**config.mk**
```make
export PLATFORM = sky130hd
export DESIGN_NAME = bin_to_bcd_seq
export DESIGN_NICKNAME = d
export VERILOG_FILES = /design/src/rtl/sseg_pkg.sv /design/src/rtl/bcd_add3.sv /design/src/rtl/bin_to_bcd_seq.sv
export SDC_FILE = /design/constraint.sdc
export NUM_CORES = 1
export LEC_CHECK = 0
export ABC_AREA = 1
export BUFFER_PORTS_ARGS = -buffer_cell sky130_fd_sc_hd__buf_4
export CORE_MARGIN = 2
export CORE_UTILIZATION = 40
export DETAILED_ROUTE_END_ITERATION = 10
export SYNTH_ARGS = -nofsm -noshare
export SYNTH_HDL_FRONTEND = slang
export SYNTH_HIERARCHICAL = 1
export SYNTH_SLANG_ARGS = --single-unit
```
**constraint.sdc**
```tcl
create_clock -name clk -period 1.3 [get_ports clk]
set_input_delay 0.195 -clock clk [delete_from_list [all_inputs] [get_ports clk]]
set_output_delay 0.195 -clock clk [all_outputs]
set_load 0.02 [all_outputs]
```
**src/rtl/sseg_pkg.sv**
```systemverilog
// ---------------------------------------------------------------------------
// sseg_pkg
//   Shared definitions for the seven-segment display path.
//   - state_t  : converter FSM encoding (ST_IDLE / ST_SHIFT / ST_DONE)
//   - BCD_W, NUM_DIGITS, MAX_DISPLAY : digit geometry and largest showable value
//   - SAT_DIGIT : digit value shown on every position when the value overflows
// ---------------------------------------------------------------------------
package sseg_pkg;

  localparam int BCD_W       = 4;
  localparam int NUM_DIGITS  = 4;
  localparam int MAX_DISPLAY = 9999;

  localparam logic [BCD_W-1:0] SAT_DIGIT = 4'd9;

  typedef enum logic [1:0] {
    ST_IDLE  = 2'd0,
    ST_SHIFT = 2'd1,
    ST_DONE  = 2'd2
  } state_t;

endpackage

```
**src/rtl/bcd_add3.sv**
```systemverilog
// ---------------------------------------------------------------------------
// bcd_add3
//   Combinational double-dabble nibble adjust: out = in >= 5 ? in + 3 : in.
//   Ports:
//     din   in  BCD_W  BCD nibble before the shift
//     dout  out BCD_W  adjusted nibble
// ---------------------------------------------------------------------------
module bcd_add3
  import sseg_pkg::*;
(
  input  logic [BCD_W-1:0] din,
  output logic [BCD_W-1:0] dout
);

  assign dout = (din >= 4'd5) ? din + 4'd3 : din;

endmodule

```
**src/rtl/bin_to_bcd_seq.sv**
```systemverilog
// ---------------------------------------------------------------------------
// bin_to_bcd_seq
//   Sequential binary-to-BCD converter (shift-add-3). A start pulse while idle
//   captures bin_in; BIN_W shift cycles later the four digits, the overflow
//   flag and (optionally) the leading-zero blank mask are registered together
//   and done pulses for one cycle. Outputs hold between conversions.
//
//   Optional feature macro: LZ_BLANK_EN (adds the blank output port).
//
//   Ports:
//     clk     in   1      system clock, rising edge
//     rst_n   in   1      asynchronous active-low reset
//     start   in   1      conversion request, sampled only while busy=0
//     bin_in  in   BIN_W  unsigned value captured on the accepting edge
//     busy    out  1      conversion in progress
//     done    out  1      one-cycle pulse, outputs just updated
//     ovf     out  1      last value exceeded MAX_DISPLAY (digits show 9999)
//     digit1  out  4      ones digit
//     digit2  out  4      tens digit
//     digit3  out  4      hundreds digit
//     digit4  out  4      thousands digit
//     blank   out  4      [LZ_BLANK_EN] leading-zero blank, bit0=digit1
// ---------------------------------------------------------------------------
module bin_to_bcd_seq
  import sseg_pkg::*;
#(
  parameter int BIN_W = 14
) (
  input  logic             clk,
  input  logic             rst_n,
  input  logic             start,
  input  logic [BIN_W-1:0] bin_in,
  output logic             busy,
  output logic             done,
  output logic             ovf,
  output logic [3:0]       digit1,
  output logic [3:0]       digit2,
  output logic [3:0]       digit3,
  output logic [3:0]       digit4
`ifdef LZ_BLANK_EN
  ,
  output logic [3:0]       blank
`endif
);

  localparam int ITER_W = $clog2(BIN_W + 1);
  localparam int SCR_W  = BCD_W * NUM_DIGITS;

  state_t             state_reg, state_next;
  logic [BIN_W-1:0]   bin_reg;
  logic [SCR_W-1:0]   bcd_reg;
  logic [SCR_W-1:0]   bcd_adj;
  logic [SCR_W-1:0]   bcd_shift;
  logic [SCR_W-1:0]   bcd_final;
  logic [ITER_W-1:0]  iter_reg;
  logic               ovf_pend_reg;
  logic               last_shift;
  logic               busy_reg, done_reg, ovf_reg;
  logic [SCR_W-1:0]   digits_reg;
  // Thousands nibble's post-adjust MSB would shift past digit4; it is only
  // non-zero for values above 9999, which are saturated anyway.
  logic               unused_carry;

  // Nibble adjust on all four scratch digits ahead of the shift.
  genvar gi;
  generate
    for (gi = 0; gi < NUM_DIGITS; gi++) begin : g_adj
      bcd_add3 u_add3 (
        .din  (bcd_reg[gi*BCD_W +: BCD_W]),
        .dout (bcd_adj[gi*BCD_W +: BCD_W])
      );
    end
  endgenerate

  assign unused_carry = bcd_adj[SCR_W-1];
  assign bcd_shift    = {bcd_adj[SCR_W-2:0], bin_reg[BIN_W-1]};
  assign last_shift   = (iter_reg == ITER_W'(BIN_W - 1));
  assign bcd_final    = ovf_pend_reg ? {NUM_DIGITS{SAT_DIGIT}} : bcd_reg;

  // Next-state logic.
  always_comb begin
    state_next = state_reg;
    case (state_reg)
      ST_IDLE:  if (start) state_next = ST_SHIFT;
      ST_SHIFT: if (last_shift) state_next = ST_DONE;
      ST_DONE:  state_next = ST_IDLE;
      default:  state_next = ST_IDLE;
    endcase
  end

  always_ff @(posedge clk or negedge rst_n) begin
    if (!rst_n) state_reg <= ST_IDLE;
    else        state_reg <= state_next;
  end

  // Datapath and registered outputs.
  always_ff @(posedge clk or negedge rst_n) begin
    if (!rst_n) begin
      bin_reg      <= '0;
      bcd_reg      <= '0;
      iter_reg     <= '0;
      ovf_pend_reg <= 1'b0;
      busy_reg     <= 1'b0;
      done_reg     <= 1'b0;
      ovf_reg      <= 1'b0;
      digits_reg   <= '0;
    end else begin
      done_reg <= 1'b0;
      case (state_reg)
        ST_IDLE: begin
          if (start) begin
            bin_reg      <= bin_in;
            bcd_reg      <= '0;
            iter_reg     <= '0;
            ovf_pend_reg <= (32'(bin_in) > MAX_DISPLAY);
            busy_reg     <= 1'b1;
          end
        end
        ST_SHIFT: begin
          bcd_reg  <= bcd_shift;
          bin_reg  <= bin_reg << 1;
          iter_reg <= iter_reg + ITER_W'(1);
        end
        ST_DONE: begin
          digits_reg <= bcd_final;
          ovf_reg    <= ovf_pend_reg;
          done_reg   <= 1'b1;
          busy_reg   <= 1'b0;
        end
        default: ;
      endcase
    end
  end

`ifdef LZ_BLANK_EN
  logic [3:0] blank_reg;

  // A digit blanks only when it and every digit to its left are zero;
  // the ones digit always stays lit.
  always_ff @(posedge clk or negedge rst_n) begin
    if (!rst_n) begin
      blank_reg <= 4'b1110;
    end else if (state_reg == ST_DONE) begin
      blank_reg <= {(bcd_final[15:12] == 4'd0),
                    (bcd_final[15:8]  == 8'd0),
                    (bcd_final[15:4]  == 12'd0),
                    1'b0};
    end
  end

  assign blank = blank_reg;
`endif

  assign busy   = busy_reg;
  assign done   = done_reg;
  assign ovf    = ovf_reg;
  assign digit1 = digits_reg[3:0];
  assign digit2 = digits_reg[7:4];
  assign digit3 = digits_reg[11:8];
  assign digit4 = digits_reg[15:12];

endmodule

```
* Yosys cells after proc, flatten, opt, wreduce, memory -nomap -nowiden
Index checks and enable logic that the tools add are counted. W data, S select, Z words.
Cells by class: divide/modulo/power cells 0, shift operators 0, eq/ne operators 5, $add $sub $neg 5, reduce and logical (&&, ||, !) cells 7, multiply operators 0, $lt $le $gt $ge 5, bitwise gates (word level) 0, multiplexer cells 17
Operators by type and width (count):
- $mux W16 | 2
- $pmux W16 S2 | 1
- $pmux W14 S2 | 1
- $ge A4 B3 Y1 const B | 4
- $mux W4 | 4
- $gt A14 B14 Y1 const B | 1
- $mux W14 | 1
- $add A4 B2 Y4 const B | 3
- $pmux W4 S2 | 1
- $reduce_and A2 Y1 | 4
- $add A4 B1 Y4 const B | 1
- $eq A4 B4 Y1 const B | 1
- $mux W2 | 2
- $ne A2 B2 Y1 const B | 2
- $pmux W2 S2 | 1
- $reduce_bool A2 Y1 | 2
- $add A3 B2 Y3 const B | 1
- $mux W3 | 1
- $eq A2 B1 Y1 const B | 1
- $eq A2 B2 Y1 const B | 1
- $logic_not A2 Y1 | 1
- $mux W1 | 2
- $pmux W1 S2 | 1
Storage, ports and cells: register bits 56, latch bits 0, output and inout port bits 19, input port bits 17, memories 0, memory bits (writable) 0, bits in read-only memories 0

* Longest topological paths before layout
Gate-level depths: netlist (run 1).
depth in word-level cells 3, depth in mapped cells 9

* Hierarchy
The synthesis (run 1) kept the hierarchy.
By module, submodules not included:
- bin_to_bcd_seq | area each 2306.0 µm², cells each 272, instances 1
- bcd_add3 | area each 135.1 µm², cells each 23, instances 4

* Worst setup path after synthesis (run 1)
Ideal clock, no wire load.
path kind flip-flop to flip-flop, start point register bcd_reg[0], end point register bcd_reg[2], data required time 1.170 ns, path slack 0.081 ns, path buffers 0, setup time 0.130 ns, arrival time 1.089 ns, period minus slack after synthesis 1.219 ns, cell stages (with the launch flop) 9, cells stage by stage dfrtp_1 > inv_1 > ha_1 > nor2_4 > nor2_4 > nand2_1 > o21ai_2 > nand2_1 > o21ai_0
On the way: longest elaborated chain between the ends 3
Ends and longest elaborated chain:
- start: declaration | line bin_to_bcd_seq.sv:51 | logic [SCR_W-1:0] bcd_reg;
- start signal: assignment | line bin_to_bcd_seq.sv:120 | bcd_reg <= bcd_shift;
- $add A4 B2 Y4 / $ge A4 B3 Y1 (equally long branches) | line bcd_add3.sv:15 | assign dout = (din >= 4'd5) ? din + 4'd3 : din;
- $mux W4 (*) | line bcd_add3.sv:15
- net bcd_adj[1] | line bin_to_bcd_seq.sv:52 | logic [SCR_W-1:0] bcd_adj;
- $pmux W16 S2 (*) | line bin_to_bcd_seq.sv:109 | case (state_reg)
The timed path passes the listed nets; every way through them passes the cells marked *. A chain may end at the register's enable or synchronous reset.

* Worst setup path after layout (run 1)
Same ends and word-level chain as after synthesis.

==> key figures, run 1 <==
Status
  • Outcome: finished, final reports clean

Power
  • Internal power: 4923 uW
  • Clock power share: 13.0%
  • Pleak: 0.001841 uW
  • Pwr Density: 2370 nW/um^2
  • Switching Fraction: 42.38%
  • Net Switching: about 3600 uW
  • Comb pwr share: 52.0%
  • Sequential Power Share: about a third
  • Worst vdd ir: 855.9 uV

Floorplanning
  • I/O pin total: 36
  • Placement row count: 30
  • Placeable core area: approximately 6800 sq um
  • Die Y: 87.97 microns
  • Die footprint: 7738 sq um
  • Initial core utilization: 41.51%
  • Die width: between 80 and 90 microns

Detailed routing
  • Vias: 2367
  • DR vias/cell: ~4.6
  • DRC Markers: 0
  • Pre-antenna DRT Iters: 4
  • Routed len/inst: between 10 and 15 microns
  • Final ANT Viol Nets: 0
  • WL final: 6097 microns
  • DRT iter0 DRCs: 101

Yosys
  • Syn Nets: roughly 390
  • Cell count after synthesis: 359
  • Mapped Area: 2820 sq um
  • Syn Area/Cell: 7.856 sq um
  • Synthesis Warnings: 6

Critical path
  • CP Max Fanout: 4
  • CP Cell Sequence: ha_2 -> nand2_1 -> nand2_2 -> nor2_4 -> nand2_2 -> o21ai_2 -> nand2_1 -> o21ai_0
  • Worst path bufs/invs: 0
  • Data required time of the worst path: 1530 ps
  • CP peak stage delay: ~430 ps
  • Critical path arrival: around 1500 ps
  • WS Path Type: reg2reg
  • Top Family by Delay on Critical Path: simple AND/OR/NAND/NOR gates
  • Worst Setup End Kind: register
  • Slowest stage cell on the critical path: dfrtp_1
  • Startpoint Class: register

Cells and area
  • Post-layout nets: 448
  • Share of post-route cells with drive strength above 1: 28.57%
  • Ant diodes: 0
  • Area growth, synth to finish: 27.82%

Placement
  • Pre-CTS setup slack: -6.519 ps
  • Placer congestion estimate: about 0.76
  • DP Wirelength: 4184 microns
  • I/O Buffers: 35

Timing
  • Max Freq: 793.6 MHz
  • Post-route setup TNS: 0 ps
  • Unrepaired setup endpoints after global routing: true
  • Min Tclk post-route: 1260 ps
  • Slew @ Worst Pin: 305.6 ps
  • Final Hold Viols: 0
  • Setup violators final: 0
  • Final Max Slew Viols: 0
  • Final hold slack: 151.4 ps
  • Final Skew: 5.224 ps
  • Final worst setup slack: between 30 and 40 ps
  • Max_slew headroom: about four fifths
  • Period utilization: 96.93%

Clock tree
  • Worst-path clk slew: approximately 100 ps
  • CTS Buffer Depth: 2
  • Worst-Skew Late Latency: 310 ps
  • Clock Sinks: between 50 and 60
  • CTS tree: done
  • Root Buffer: clkbuf_8
  • Cts bufs inserted: 5
  • H-tree depth: 2

Min path
  • Hold Crit Class: in2reg

Job
  • Max_cap viols: 0

Global routing
  • Gr usage total: 17.19%
  • Gr ovfl total: 0
  • Maximum number of pins on one net before global-route repair: 34
  • Vias in the first global route: 2292
  • First-pass GRT wire length: 10470 microns
  • Initial antenna violation count: 0
## power by group through the flow
| stage | Sequential, uW | Combinational, uW | Clock (uW) |
|---|---|---|---|
| final | 2990 | 4440 | 1110 |
| after global routing | 3090 | 5040 | 1210 |
| after CTS | 2950 | 4150 | 1140 |
| after detailed placement | 2990 | 4090 | 0 |
| after global placement | 2970 | 4030 | 0 |
| after floorplan | 3100 | 2650 | 0 |
## stage by stage
step           instance area, sq um  total power (uW)  utilization, %  instances
2_1_floorplan                  2820              5749               -        359
3_3_place_gp                   3354              6993           49.37        500
3_5_place_dp                   3354              7079           49.37        500
4_1_cts                        3478              8244           51.20        509
5_1_grt                        3605              9343           53.06        516
6_report                       3605              8542           53.06        516
## metal layers
metal  share of wire [%]  GRT usage (%)  up-vias  routed length [microns]
met1                  47          22.56     1086                     2878
met4                 1.2          4.615        0                       72
met5                   0              0        -                        0
met2                  47          28.37       44                     2896
met3                 4.1          4.336        9                      250
li1                    -              -     1228                        -
## cell usage in the layout (no fill, tap or decap), types with 2 or more instances in the layout
| master | instances |
|---|---|
| ha_2 | 5 |
| inv_1 | 30 |
| ha_4 | 3 |
| o21ai_0 | 25 |
| o21ai_1 | 10 |
| buf_4 | 59 |
| o22ai_1 | 2 |
| a21oi_2 | 3 |
| inv_2 | 13 |
| clkbuf_8 | 5 |
| dfrtp_1 | 55 |
| a21oi_1 | 8 |
| o21ai_2 | 5 |
| nor2_4 | 9 |
| nand3_1 | 7 |
| buf_12 | 4 |
| nand2_2 | 10 |
| ha_1 | 2 |
| nor2_1 | 29 |
| nand2_1 | 129 |
## cell type report
cell class / instances / area, sq um
multi-input combinational: 250 / 1285
tap: 96 / 120.1
sequential: 56 / 1403
clock buffer: 5 / 68.82
fill: 643 / 3189
inverter: 44 / 165.2
clock inverter: 1 / 30.03
timing repair buffer: 64 / 533.0
## tightest hold or removal path: cells and delay by family
kind / cells / cell delay [ps]
buffers and inverters: 2 / 160
AO/OA/AOI/OAI: 1 / 70
## timing repair
item	4_1_cts	5_1_grt
buffers inserted	2	7
gates resized for setup	0	38
hold buffers	1	0
pin swaps	0	16
setup endpoints to repair	3	31
hold endpoints to repair	56	0
## worst paths after layout
path	to	slack, ps	cells past startpoint	from
min in group asynchronous	digits_reg[7]	250	2	rst_n
worst min-delay path	bin_reg[0]	150	3	bin_in[0]
worst min register to register	busy	490	2	busy
worst max register to register	bcd_reg[2]	40	8	bcd_reg[0]
worst max-delay path	bcd_reg[2]	40	8	bcd_reg[0]
max in group asynchronous	state_reg[0]	630	3	rst_n
No activity file was read; power rests on OpenSTA's default activity.
==> inputs of run 2 (changes only) <==
--- a/config.mk
+++ b/config.mk
@@ -8,8 +8,10 @@
 export ABC_AREA = 1
 export BUFFER_PORTS_ARGS = -buffer_cell sky130_fd_sc_hd__buf_4
 export CORE_MARGIN = 2
-export CORE_UTILIZATION = 40
+export CORE_UTILIZATION = 50
 export DETAILED_ROUTE_END_ITERATION = 10
+export PLACE_DENSITY = 0.73
+export REMOVE_ABC_BUFFERS = 1
 export SYNTH_ARGS = -nofsm -noshare
 export SYNTH_HDL_FRONTEND = slang
 export SYNTH_HIERARCHICAL = 1
==> key figures, run 2 (synthesis gave the netlist of run 1 again) <==
Timing
  • Min Tclk post-route: 1269 ps (+9.168 ps)
  • Slew @ Worst Pin: 322.1 ps (+16.51 ps)
  • Period utilization: 97.64% (+0.71 points)
  • Final hold slack: 145.4 ps (-6.025 ps)
  • Max Freq: 787.9 MHz (-0.72%)
  • Final Skew: 8.550 ps (+3.326 ps)
  • Final Hold Viols: 0 (unchanged)
  • Unrepaired setup endpoints after global routing: true
  • Setup violators final: 0 (unchanged)
  • Final Max Slew Viols: 0 (unchanged)
  • Max_slew headroom: 78.53% (-1.0 points)

Detailed routing
  • DR vias/cell: 4.932 (+7.5%)
  • WL final: 6242 microns (+2.4%)
  • Pre-antenna DRT Iters: 4 (unchanged)
  • DRC Markers: 0 (unchanged)
  • Routed len/inst: 12.79 microns (+8.3%)
  • Final ANT Viol Nets: 0 (unchanged)
  • Vias: 2407 (+1.7%)
  • DRT iter0 DRCs: 100 (-0.99%)

Floorplanning
  • I/O pin total: 36 (unchanged)
  • Die width: 79.10 microns (-10%)
  • Placeable core area: 5473 sq um (-19%)
  • Initial core utilization: 51.53% (+10 points)
  • Placement row count: 27 (-10%)
  • Die Y: 79.10 microns (-10%)
  • Die footprint: 6257 sq um (-19%)

Critical path
  • CP Cell Sequence: ha_4 -> nand2_2 -> nand2_2 -> nor2_4 -> nand2_1 -> nand2_1 -> nand2_1 -> o21ai_1
  • Data required time of the worst path: 1540 ps (about the same)
  • CP Max Fanout: 5 (+1)
  • Worst Setup End Kind: register
  • Critical path arrival: 1510 ps (+20 ps)
  • Startpoint Class: register
  • Slowest stage cell on the critical path: dfrtp_2
  • Top Family by Delay on Critical Path: simple AND/OR/NAND/NOR gates
  • WS Path Type: reg2reg
  • Worst path bufs/invs: 0 (unchanged)
  • CP peak stage delay: 470 ps (+40 ps)
  • Most frequent CP cell: nand2_1

Global routing
  • Maximum number of pins on one net before global-route repair: 25 (-26%)
  • Gr usage total: 21.20% (+4.0 points)
  • Initial antenna violation count: 0 (unchanged)
  • Gr ovfl total: 0 (unchanged)
  • First-pass GRT wire length: 10470 microns (about the same)
  • Vias in the first global route: 2340 (+2.1%)

Cells and area
  • Leading cell types in the layout, fill and taps excluded: nand2_1, dfrtp_1, buf_4
  • Ant diodes: 0 (unchanged)
  • Fill cells: 487 (-24%)
  • Finished Core Util: 64.97% (+12 points)
  • Sequential Area: 1404 sq um (about the same)
  • Most common cell after layout, fill and taps aside: nand2_1
  • Area growth, synth to finish: 26.09%
  • Post-layout nets: 442 (-1.3%)
  • Layout Cells excl Fill: 488 (-5.4%)
  • Multi-input logic area: 1328 sq um (+3.3%)
  • Share of post-route cells with drive strength above 1: 28.37% (-0.21 points)

Clock tree
  • Root Buffer: clkbuf_8
  • H-tree depth: 2 (unchanged)
  • CTS tree: done
  • Worst-path clk slew: 100 ps (about the same)
  • Worst-Skew Late Latency: 310 ps (about the same)
  • Cts bufs inserted: 5 (unchanged)
  • Clock Sinks: 56 (unchanged)
  • CTS Buffer Depth: 2 (unchanged)

Placement
  • I/O Buffers: 35 (unchanged)
  • Inst Count DP: 474 (-5.2%)
  • DP Wirelength: 4331 microns (+3.5%)
  • Placer congestion estimate: 0.8052 (+6.4%)

Job
  • Max_cap viols: 0 (unchanged)

Power
  • Worst vdd ir: 1154 uV (+35%)
  • Pwr Density: 2412 nW/um^2 (+1.8%)
  • Pleak: 0.001810 uW (-1.7%)
  • Total Power: 8577 uW (+0.41%)

Status
  • Outcome: finished, final reports clean

Min path
  • Hold Crit Class: in2reg
run 2: cell types whose count changed in the layout (fill, tap and decap cells not counted), sizes merged:
| cell | change |
|---|---|
| buf | -6 |
| clkbuf | +3 |
| bufinv | -1 |
| clkinvlp | +1 |
| clkinv | -1 |
run 2: layer usage:
metal,track usage [%],vias to the layer above,share of wire (%)
met5,0,-,0
met4,6.207,0,1.8
met3,5.114,9,3.9
met2,35.17,55,49
met1,27.68,1126,46
li1,-,1217,-
run 2: repair_timing:
| action | CTS | global route |
|---|---|---|
| buffers inserted | 1 | 4 |
| endpoints found under the setup margin | 6 | 23 |
| pin swaps | 0 | 30 |
| hold endpoints to repair | 21 | 0 |
| gates resized for setup | 4 | 44 |
| hold buffers | 1 | 0 |
run 2: power by group:
| group | internal [uW] | total, uW | switching, uW |
|---|---|---|---|
| combinational | 1940 | 4570 | 2630 |
| sequential | 2450 | 3020 | 571 |
| clock | 436 | 988 | 552 |
| total | 4830 | 8580 | 3750 |
run 2: metrics by stage:
| step | setup TNS [ps] | instance area [sq um] | setup WS, ps |
|---|---|---|---|
| floorplan | -13990 | 2776 | -486.2 |
| global placement | 0 | 3297 | 7.875 |
| detailed placement | -111.1 | 3297 | -48.96 |
| CTS | 0 | 3410 | 1.202 |
| global route | -385.5 | 3556 | -74.49 |
| finish | 0 | 3556 | 30.72 |
run 2: worst min-delay path: stages:
cell and delay, ps:
buf_4 110, inv_1 40, o22ai_1 80
run 2: area by class of cell:
class,count,area share [%]
Multi-Input combinational cell,250,37.33
Inverter,44,4.750
Tap cell,72,2.533
Sequential cell,56,39.48
Timing Repair Buffer,58,13.37
Clock buffer,8,2.533
run 2: final timing paths:
kind / depth (start not counted) / startpoint / to / slack [ps]
max reg2reg: 8 / bcd_reg[8] / bcd_reg[9] / 30
max in group asynchronous: 3 / rst_n / bcd_reg[7] / 560
min: 3 / bin_in[0] / bin_reg[0] / 150
min in group asynchronous: 2 / rst_n / digits_reg[9] / 310
max: 8 / bcd_reg[8] / bcd_reg[9] / 30
min reg2reg: 2 / bin_reg[2] / bin_reg[2] / 490
